===== src/rtl/apb_spi_fifo_master.sv =====
// APB-programmable SPI master with TX/RX FIFOs.
// Purpose : frames words from the TX FIFO onto mosi_o/sclk_o/ss_o and
//           collects the received words into the RX FIFO.
// Ports   : PCLK/PRESET_n       - clock, synchronous active-low reset
//           PSEL_i..PWDATA_i    - APB requester side (zero wait states)
//           PRDATA_o/PREADY_o/PSLVERR_o - APB completer responses
//           miso_i/mosi_o/sclk_o/ss_o   - SPI bus (ss_o active-low)
//           spi_interrupt_request_o     - level interrupt
module apb_spi_fifo_master #(
  parameter int DATA_W     = 8,
  parameter int FIFO_DEPTH = 4,
  parameter int NUM_SS     = 2
) (
  input  logic              PCLK,
  input  logic              PRESET_n,
  input  logic              PSEL_i,
  input  logic              PENABLE_i,
  input  logic              PWRITE_i,
  input  logic [2:0]        PADDR_i,
  input  logic [DATA_W-1:0] PWDATA_i,
  output logic [DATA_W-1:0] PRDATA_o,
  output logic              PREADY_o,
  output logic              PSLVERR_o,
  input  logic              miso_i,
  output logic              mosi_o,
  output logic              sclk_o,
  output logic [NUM_SS-1:0] ss_o,
  output logic              spi_interrupt_request_o
);

  localparam int AW = $clog2(FIFO_DEPTH);
  localparam int HW = $clog2(2 * DATA_W);
  localparam logic [HW-1:0] LAST_HALF = HW'(2 * DATA_W - 1);
  localparam logic [AW:0]   FULL_CNT  = (AW + 1)'(FIFO_DEPTH);

  typedef enum logic [1:0] {S_IDLE, S_LEAD, S_SHIFT, S_TRAIL} state_t;
  state_t state, state_nxt;

  logic [4:0]        ctrl;
  logic [DATA_W-1:0] ssel, baud;
  logic              act_cpol, act_cpha, act_lsbfe;
  logic [DATA_W-1:0] act_ssel, act_baud;
  logic [DATA_W-1:0] tmr;
  logic [HW-1:0]     half;
  logic [DATA_W-1:0] tx_sr, rx_sr;
  logic [DATA_W-1:0] tx_mem [FIFO_DEPTH];
  logic [DATA_W-1:0] rx_mem [FIFO_DEPTH];
  logic [AW:0]       tx_wp, tx_rp, rx_wp, rx_rp;
  logic              rx_ovf;

  logic tx_full, tx_empty, rx_full, rx_empty, busy;
  assign tx_empty = (tx_wp == tx_rp);
  assign rx_empty = (rx_wp == rx_rp);
  assign tx_full  = ((tx_wp - tx_rp) == FULL_CNT);
  assign rx_full  = ((rx_wp - rx_rp) == FULL_CNT);
  assign busy     = (state != S_IDLE);

  // APB decode: every access completes in its access phase
  logic access, unmapped, err, ok_wr, ok_rd, tx_push, rx_pop, ovf_clr;
  assign access   = PSEL_i & PENABLE_i;
  assign unmapped = (PADDR_i == 3'd4) | (PADDR_i == 3'd6) | (PADDR_i == 3'd7);
  assign err      = access & (unmapped
                  | ((PADDR_i == 3'd5) &  PWRITE_i & tx_full)
                  | ((PADDR_i == 3'd5) & ~PWRITE_i & rx_empty));
  assign ok_wr    = access &  PWRITE_i & ~err;
  assign ok_rd    = access & ~PWRITE_i & ~err;
  assign tx_push  = ok_wr & (PADDR_i == 3'd5);
  assign rx_pop   = ok_rd & (PADDR_i == 3'd5);
  assign ovf_clr  = ok_wr & (PADDR_i == 3'd3) & PWDATA_i[5];

  assign PREADY_o  = access & PRESET_n;
  assign PSLVERR_o = err & PRESET_n;

  always_comb begin
    PRDATA_o = '0;
    if (ok_rd && PRESET_n) begin
      case (PADDR_i)
        3'd0:    PRDATA_o = DATA_W'(ctrl);
        3'd1:    PRDATA_o = ssel;
        3'd2:    PRDATA_o = baud;
        3'd3:    PRDATA_o = DATA_W'({rx_ovf, busy, rx_empty, rx_full, tx_empty, tx_full});
        3'd5:    PRDATA_o = rx_mem[rx_rp[AW-1:0]];
        default: PRDATA_o = '0;
      endcase
    end
  end

  // Frame engine next-state and SCLK edge events
  logic tmr_done, tx_pop, frame_done, enter_half, leading, do_sample, do_shift, rx_store;
  logic [HW-1:0] new_half;
  assign tmr_done = (tmr == act_baud);

  always_comb begin
    state_nxt  = state;
    tx_pop     = 1'b0;
    frame_done = 1'b0;
    case (state)
      S_IDLE:  if (ctrl[0] && !tx_empty) begin
                 state_nxt = S_LEAD;
                 tx_pop    = 1'b1;
               end
      S_LEAD:  if (tmr_done) state_nxt = S_SHIFT;
      S_SHIFT: if (tmr_done && half == LAST_HALF) state_nxt = S_TRAIL;
      S_TRAIL: if (tmr_done) begin
                 state_nxt  = S_IDLE;
                 frame_done = 1'b1;
               end
      default: state_nxt = S_IDLE;
    endcase
  end

  // An SCLK edge happens when a new half-period starts; even halves start
  // with the leading edge. With CPHA=1 the first leading edge only presents
  // the bit already loaded, so it must not shift.
  assign enter_half = ((state == S_LEAD) && tmr_done)
                    | ((state == S_SHIFT) && tmr_done && (half != LAST_HALF));
  assign new_half   = (state == S_LEAD) ? '0 : half + HW'(1);
  assign leading    = ~new_half[0];
  assign do_sample  = enter_half & (act_cpha ? ~leading : leading);
  assign do_shift   = enter_half & (act_cpha ? (leading & (new_half != '0)) : ~leading);
  // A same-cycle APB pop frees the slot, so a full RX still accepts the word.
  assign rx_store   = frame_done & (~rx_full | rx_pop);

  // Control state
  always_ff @(posedge PCLK) begin
    if (!PRESET_n) begin
      state     <= S_IDLE;
      ctrl      <= '0;
      ssel      <= '0;
      baud      <= '0;
      act_cpol  <= 1'b0;
      act_cpha  <= 1'b0;
      act_lsbfe <= 1'b0;
      act_ssel  <= '0;
      act_baud  <= '0;
      tmr       <= '0;
      half      <= '0;
      tx_wp     <= '0;
      tx_rp     <= '0;
      rx_wp     <= '0;
      rx_rp     <= '0;
      rx_ovf    <= 1'b0;
    end else begin
      state <= state_nxt;
      if (ok_wr && PADDR_i == 3'd0) ctrl <= PWDATA_i[4:0];
      if (ok_wr && PADDR_i == 3'd1) ssel <= PWDATA_i;
      if (ok_wr && PADDR_i == 3'd2) baud <= PWDATA_i;
      // Frame settings are frozen at LEAD entry so mid-frame writes wait.
      if (tx_pop) begin
        act_cpol  <= ctrl[1];
        act_cpha  <= ctrl[2];
        act_lsbfe <= ctrl[3];
        act_ssel  <= ssel;
        act_baud  <= baud;
      end
      if (state == S_IDLE || tmr_done) tmr <= '0;
      else                             tmr <= tmr + DATA_W'(1);
      if (state == S_LEAD)                 half <= '0;
      else if (state == S_SHIFT && tmr_done) half <= half + HW'(1);
      if (tx_push)  tx_wp <= tx_wp + 1'b1;
      if (tx_pop)   tx_rp <= tx_rp + 1'b1;
      if (rx_store) rx_wp <= rx_wp + 1'b1;
      if (rx_pop)   rx_rp <= rx_rp + 1'b1;
      if (frame_done && !rx_store) rx_ovf <= 1'b1;
      else if (ovf_clr)            rx_ovf <= 1'b0;
    end
  end

  // Datapath: FIFO storage and shift registers
  always_ff @(posedge PCLK) begin
    if (tx_push)  tx_mem[tx_wp[AW-1:0]] <= PWDATA_i;
    if (rx_store) rx_mem[rx_wp[AW-1:0]] <= rx_sr;
    if (tx_pop)
      tx_sr <= tx_mem[tx_rp[AW-1:0]];
    else if (do_shift)
      tx_sr <= act_lsbfe ? (tx_sr >> 1) : (tx_sr << 1);
    if (do_sample)
      rx_sr <= act_lsbfe ? {miso_i, rx_sr[DATA_W-1:1]} : {rx_sr[DATA_W-2:0], miso_i};
  end

  // SPI pins
  always_comb begin
    ss_o = '1;
    if (state != S_IDLE) begin
      for (int i = 0; i < NUM_SS; i++) begin
        if (act_ssel == DATA_W'(i)) ss_o[i] = 1'b0;
      end
    end
  end

  always_comb begin
    case (state)
      S_IDLE:  sclk_o = ctrl[1];
      S_SHIFT: sclk_o = act_cpol ^ ~half[0];
      default: sclk_o = act_cpol;
    endcase
  end

  assign mosi_o = busy & (act_lsbfe ? tx_sr[0] : tx_sr[DATA_W-1]);
  assign spi_interrupt_request_o = ctrl[4] & (~rx_empty | rx_ovf | (tx_empty & ~busy));

endmodule


===== config.mk =====
export PLATFORM = sky130hd
export DESIGN_NAME = apb_spi_fifo_master
export DESIGN_NICKNAME = d
export VERILOG_FILES = /design/src/rtl/apb_spi_fifo_master.sv
export SDC_FILE = /design/constraint.sdc
export NUM_CORES = 1
export LEC_CHECK = 0
export BUFFER_PORTS_ARGS = -buffer_cell sky130_fd_sc_hd__buf_2
export CORE_ASPECT_RATIO = 1.2
export CORE_MARGIN = 2
export CORE_UTILIZATION = 33
export DETAILED_ROUTE_END_ITERATION = 7
export GPL_ROUTABILITY_DRIVEN = 0
export PLACE_DENSITY = 0.51
export SLEW_MARGIN = 10
export SYNTH_ARGS = -nofsm -noshare
export SYNTH_HDL_FRONTEND = slang
export SYNTH_SLANG_ARGS = --single-unit

===== constraint.sdc =====
create_clock -name PCLK -period 6.8 [get_ports PCLK]
set_input_delay 0.34 -clock PCLK [delete_from_list [all_inputs] [get_ports PCLK]]
set_output_delay 0.34 -clock PCLK [all_outputs]
set_load 0.005 [all_outputs]

Word-level counts from Yosys, hierarchy flattened
Memory sizes are Yosys's and may differ from the RTL's. A register that Yosys moved wholly into a read port is not among the register bits.
Cells that the tools add are included.
- input bits: 17
- output and inout port bits: 15
- register bits after elaboration: 83
- memories: 2
- bits in writable memories: 64
- bitwise operators: 40
- mux-type cells: 33
- add/sub/neg operators: 8
- eq/ne operators: 22
- reductions and logical operators: 23
- memories (memory ; words ; width ; read ports ; clocked after Yosys merged registers in ; wr ports ; RTL line ; RTL):
    rx_mem ; 4 ; 8 ; 1 ; 1 ; 1 ; 47 ; logic [DATA_W-1:0] rx_mem [FIFO_DEPTH];
    tx_mem ; 4 ; 8 ; 1 ; 1 ; 1 ; 46 ; logic [DATA_W-1:0] tx_mem [FIFO_DEPTH];
- operators with widths (cell ; number):
    $mux W8 ; 5
    $pmux W8 S5 ; 1
    $and A1 B1 Y1 ; 23
    $eq A3 B3 Y1 const B ; 6
    $mux W2 ; 9
    $mux W1 ; 15
    $add A3 B1 Y3 const B ; 4
    $logic_and A1 B1 Y1 ; 10
    $add A8 B1 Y8 const B ; 1
    $eq A8 B1 Y1 const B ; 1
    $eq A8 B8 Y1 ; 1
    $logic_not A8 Y1 ; 1
    $ne A2 B2 Y1 const B ; 4
    $not A1 Y1 ; 8
    $or A1 B1 Y1 ; 8
    $pmux W2 S4 ; 1
    $eq A3 B2 Y1 const B ; 2
    $eq A3 B3 Y1 ; 2
    $reduce_bool A2 Y1 ; 3
    $sub A3 B3 Y3 ; 2
    $add A4 B1 Y4 const B ; 1
    $eq A2 B2 Y1 const B ; 2
    $eq A4 B4 Y1 const B ; 1
    $mux W4 ; 1
    12 further kinds ; 14

Longest topological paths before layout
- depth after elaboration: 14
- mapped depth: 8
- gate-level depth less buffers: 7

Worst setup path before layout
Ideal clock, no wire load.
- path kind: reg2reg
- start: reg tmr[0]
- end: reg tx_sr[0] (enable)
- data arrival time: 1.951 ns
- path buffers: 1
- period minus slack after synthesis: 2.335 ns
- stages on the path, launching flop included: 7
- setup slack: 4.465 ns
- cell sequence: dfxtp_1 xor2_1 nor4_2 and2_2 buf_2 o211ai_1 o21ai_0
- cells in the longest elaborated chain, start to end: 6
- ends and longest elaborated chain (element ; RTL line ; RTL):
    from (decl) ; 43 ; logic [DATA_W-1:0] tmr;
    from (signal assigned) ; 157 ; else tmr <= tmr + DATA_W'(1);
    $eq A8 B8 Y1 (*) ; 91 ; assign tmr_done = (tmr == act_baud);
    $logic_and A1 B1 Y1 (2 in series) ; 116 ; | ((state == S_SHIFT) && tmr_done && (half != LAST_HALF));
    $or A1 B1 Y1 (*) ; 116 ;
    $and A1 B1 Y1 (*) ; 120 ; assign do_shift = enter_half & (act_cpha ? (leading & (new_half != '0)) : ~leading);
    $reduce_bool A2 Y1 (no source line) (*) ; n/a ;
    to (signal assigned) ; 174 ; tx_sr <= tx_mem[tx_rp[AW-1:0]];
    to (signal assigned) ; 176 ; tx_sr <= act_lsbfe ? (tx_sr >> 1) : (tx_sr << 1);
    to (decl) ; 45 ; logic [DATA_W-1:0] tx_sr, rx_sr;
Every way passes the cells marked *; elsewhere a longest branch is shown, timed or not.
A chain may end at the register's enable or synchronous reset.

Final worst setup path
- start: reg rx_wp[0]
- end: out PRDATA_o[2]
- cells in the longest elaborated chain, start to end: 8
- ends and longest elaborated chain (element ; RTL line ; RTL):
    from (decl) ; 48 ; logic [AW:0] tx_wp, tx_rp, rx_wp, rx_rp;
    from (signal assigned) ; 162 ; if (rx_store) rx_wp <= rx_wp + 1'b1;
    branches (longest 7 deep; another with $sub A3 B3 Y3) ; n/a ;
    $mux W8 (*) ; 76 ; if (ok_rd && PRESET_n) begin
    to (decl) ; 21 ; output logic [DATA_W-1:0] PRDATA_o,
Every way passes the cells marked *.

==> flow_summary.toml <==
[yosys]
avgSynthCellArea_sq_um = 11.55
synth.net_count = 620
synth-edff-count = 80
yosys_warnings = 0
synth_top_area_share_pct = 35.69
ys_types = 50
yosysSeqAreaShare_pct = 56.80
synth_cells = 583
synth-seq-cells = 151
ys_async_sr_fraction_pct = 0
synth-main-ff-cell = "edfxtp_1"
synth_top_cells_by_area = "edfxtp_1 36%, dfxtp_1 21%, mux2i_1 5.7%"
syn_area_sq_um = 6731
synth_top_area_cell = "edfxtp_1"

[timing]
finalCriticalPeriod_ns = 2.830
fin_crit_sh_pct = 41.62
relSlewSlack_pct = 27.54
fmax_ghz = 0.3533
slew_viol_final = 0
rsz0062_at_grt = "no"
skew_ns = 0.007708
worstMarginPinSlew_ns = 1.076
hold_violations = 0
setup_tns_ns = 0
setup_viol = 0

[cts]
cts_buffer_depth = 2
cts_tree = "done"
cts_buffers = 17
clk_latency_ns = 0.42
post_cts_resized = 0
cts.sinks = 151
clk_pin_slew_ns = 0.06
cts-root-buf = "clkbuf_16"
postCtsSetupBuffers = 0
hold_buffers = 0
htree_levels = 4

[final_layout]
syn2layout_area_growth_pct = 15.80
antenna_cells = 0
final_cells = 882
final_cell_mix = "80 x edfxtp_1, 71 x nand2_1, 71 x dfxtp_1"
drive_gt1_share_pct = 16.53
final_common_cell = "edfxtp_1"
fin_nets = 641
fin_util_pct = 38.76

[grt]
antenna_found_initial = 0
grt_pass1_wl_um = 24260
overflow = 0
track_usage_pct = 14.86
grt_pass1_vias = 4399
grt_start_max_net_pins = 57

[floorplanning]
core_region_area_sq_um = 20110
dieArea_sq_um = 21560
num_rows = 57
fp.dieH_um = 160.5
initial_utilization_pct = 33.47
die_w_um = 134.4
io_pins = 32

[worst_hold_path]
hp-class = "in2reg"

[placed_design]
dp_hpwl_um = 10880
place_inst = 850
numPortBuffers = 31

[status]
outcome = "finished clean"

[detailed_routing]
drt_iter0_markers = 242
wl_per_cell_um = 17.20
totalWireLength_um = 15170
drc = 0
dr.pass1.iters = 5
vias = 4375
via_per_inst = 4.960
ant_nets = 0

[critical_path]
r2r_start = "tmr[0]$_SDFF_PP0_"
critPathMaxFanout = 8
regToRegSetupSlack_ns = 4.05
worst_setup_path_end_kind = "output port"
r2r_cells = 5
required_ns = 6.46
cp.arrival_ns = 2.49
path_class = "reg2out"
reg2reg_to = "tx_sr[6]$_DFFE_PP_"
endpoint = "PRDATA_o[2]"
crit_path_start = "rx_wp[0]$_SDFFE_PN0P_"
start_kind = "register"

[power]
netSwitchingPower_uw = 419.5
power_frac_comb_pct = 2.2
peakVddDrop_mv = 0.1829
p_int_uw = 1675
powerDensity_nw_per_um2 = 268.7
swShare_pct = 20.03
pwr-share-seq_pct = 45.9
p_clk_share_pct = 52.0
cellLeakagePower_uw = 0.002776

[run]
max_cap_violations = 0
[logic make-up after synthesis]
| kind of cell | Yosys count | share of synthesized area, % |
|---|---|---|
| xor+xnor | 24 | 3.123 |
| compound gates | 80 | 7.361 |
| flops | 151 | 56.80 |
| simple gates | 199 | 13.70 |
| mux | 63 | 12.51 |
| fa+ha+maj | 20 | 3.717 |
| buf+inv | 46 | 2.788 |
[per-stage QoR]
| step | area (sq um) | total power, uW | setup slack, ns | hold WS [ns] |
|---|---|---|---|---|
| final | 7795 | 2094 | 3.970 | 0.2041 |
| after global routing | 7795 | 2161 | 3.759 | 0.1915 |
| after CTS | 7795 | 2115 | 3.946 | 0.1793 |
| after detailed placement | 7113 | 1026 | 4.019 | 0.4493 |
| after global placement | 7113 | 1025 | 4.232 | 0.4479 |
| after floorplan | 6731 | 1005 | 4.465 | 0.4360 |
[how the worst min path moves through the flow]
stage	start	to	slack, ns	cells after the start
after global routing	PWDATA_i[7]	tx_mem[0][7]$_DFFE_PP_	0.19	1
after detailed placement	act_ssel[5]$_SDFFE_PN0P_	act_ssel[5]$_SDFFE_PN0P_	0.45	2
after global placement	act_ssel[7]$_SDFFE_PN0P_	act_ssel[7]$_SDFFE_PN0P_	0.45	2
final	PWDATA_i[6]	tx_mem[0][6]$_DFFE_PP_	0.20	1
after CTS	PWDATA_i[7]	tx_mem[0][7]$_DFFE_PP_	0.18	1
after floorplan	act_ssel[3]$_SDFFE_PN0P_	act_ssel[3]$_SDFFE_PN0P_	0.44	2
[state kept, by name, summed over array words and instances (netlist names), 4 cells and up, named ones only]
register	cells
half	4
tx_sr	8
ctrl	5
tmr	8
tx_mem	32
rx_sr	8
ssel	8
act_ssel	8
baud	8
rx_mem	32
act_baud	8
[metal layers]
layer	global-route usage [%]	vias to the layer above	wire length, um
met1	17.94	2161	6686
li1	-	2122	-
met3	3.188	24	484
met2	25.67	68	7693
met4	6.029	0	305
met5	0	-	0
[cell type report]
class / count / area, sq um
Tap cell: 265 / 331.6
Sequential cell: 151 / 3824
Multi-Input combinational cell: 386 / 2720
Fill cell: 1983 / 12320
Clock buffer: 18 / 439.2
Inverter: 12 / 45.04
Timing Repair Buffer: 36 / 192.7
Clock inverter: 14 / 242.7
[critical path: stages (launching register included)]
cell and delay, ns:
dfxtp_1 0.39, inv_1 0.11, ha_1 0.31, nand2_1 0.11
or2_2 0.18, nand2_1 0.06, a2111o_1 0.57, a21oi_1 0.19
buf_2 0.14
[power groups by stage]
stage	Clock [uW]	Sequential [uW]	Combinational [uW]
final	1090	961	45.4
after global routing	1150	961	49.7
after CTS	1110	961	45.6
after detailed placement	0	981	45.4
after global placement	0	980	44.4
after floorplan	0	980	25.7
[Yosys cell counts (2+ instances only)]
library cell / count
edfxtp_1: 80
dfxtp_1: 71
nand2_1: 71
nor2_1: 65
a21oi_1: 39
mux2i_1: 38
ha_1: 20
clkbuf_1: 18
xor2_1: 18
mux4_2: 16
o21ai_0: 16
nand3_1: 14
buf_2: 12
inv_1: 12
mux2_2: 9
nor2b_1: 8
and3_1: 6
xnor2_1: 6
a22oi_1: 5
and2_1: 5
buf_1: 4
nand2b_1: 4
a211oi_1: 3
nand3b_1: 3
nand4_1: 3
or3_1: 3
a2bb2oi_1: 2
a31oi_1: 2
nand4b_1: 2
nor3_1: 2
nor3b_1: 2
nor4_1: 2
nor4_2: 2
o211a_1: 2
o211ai_1: 2
or2_2: 2
(Power assumes the default switching activity.)
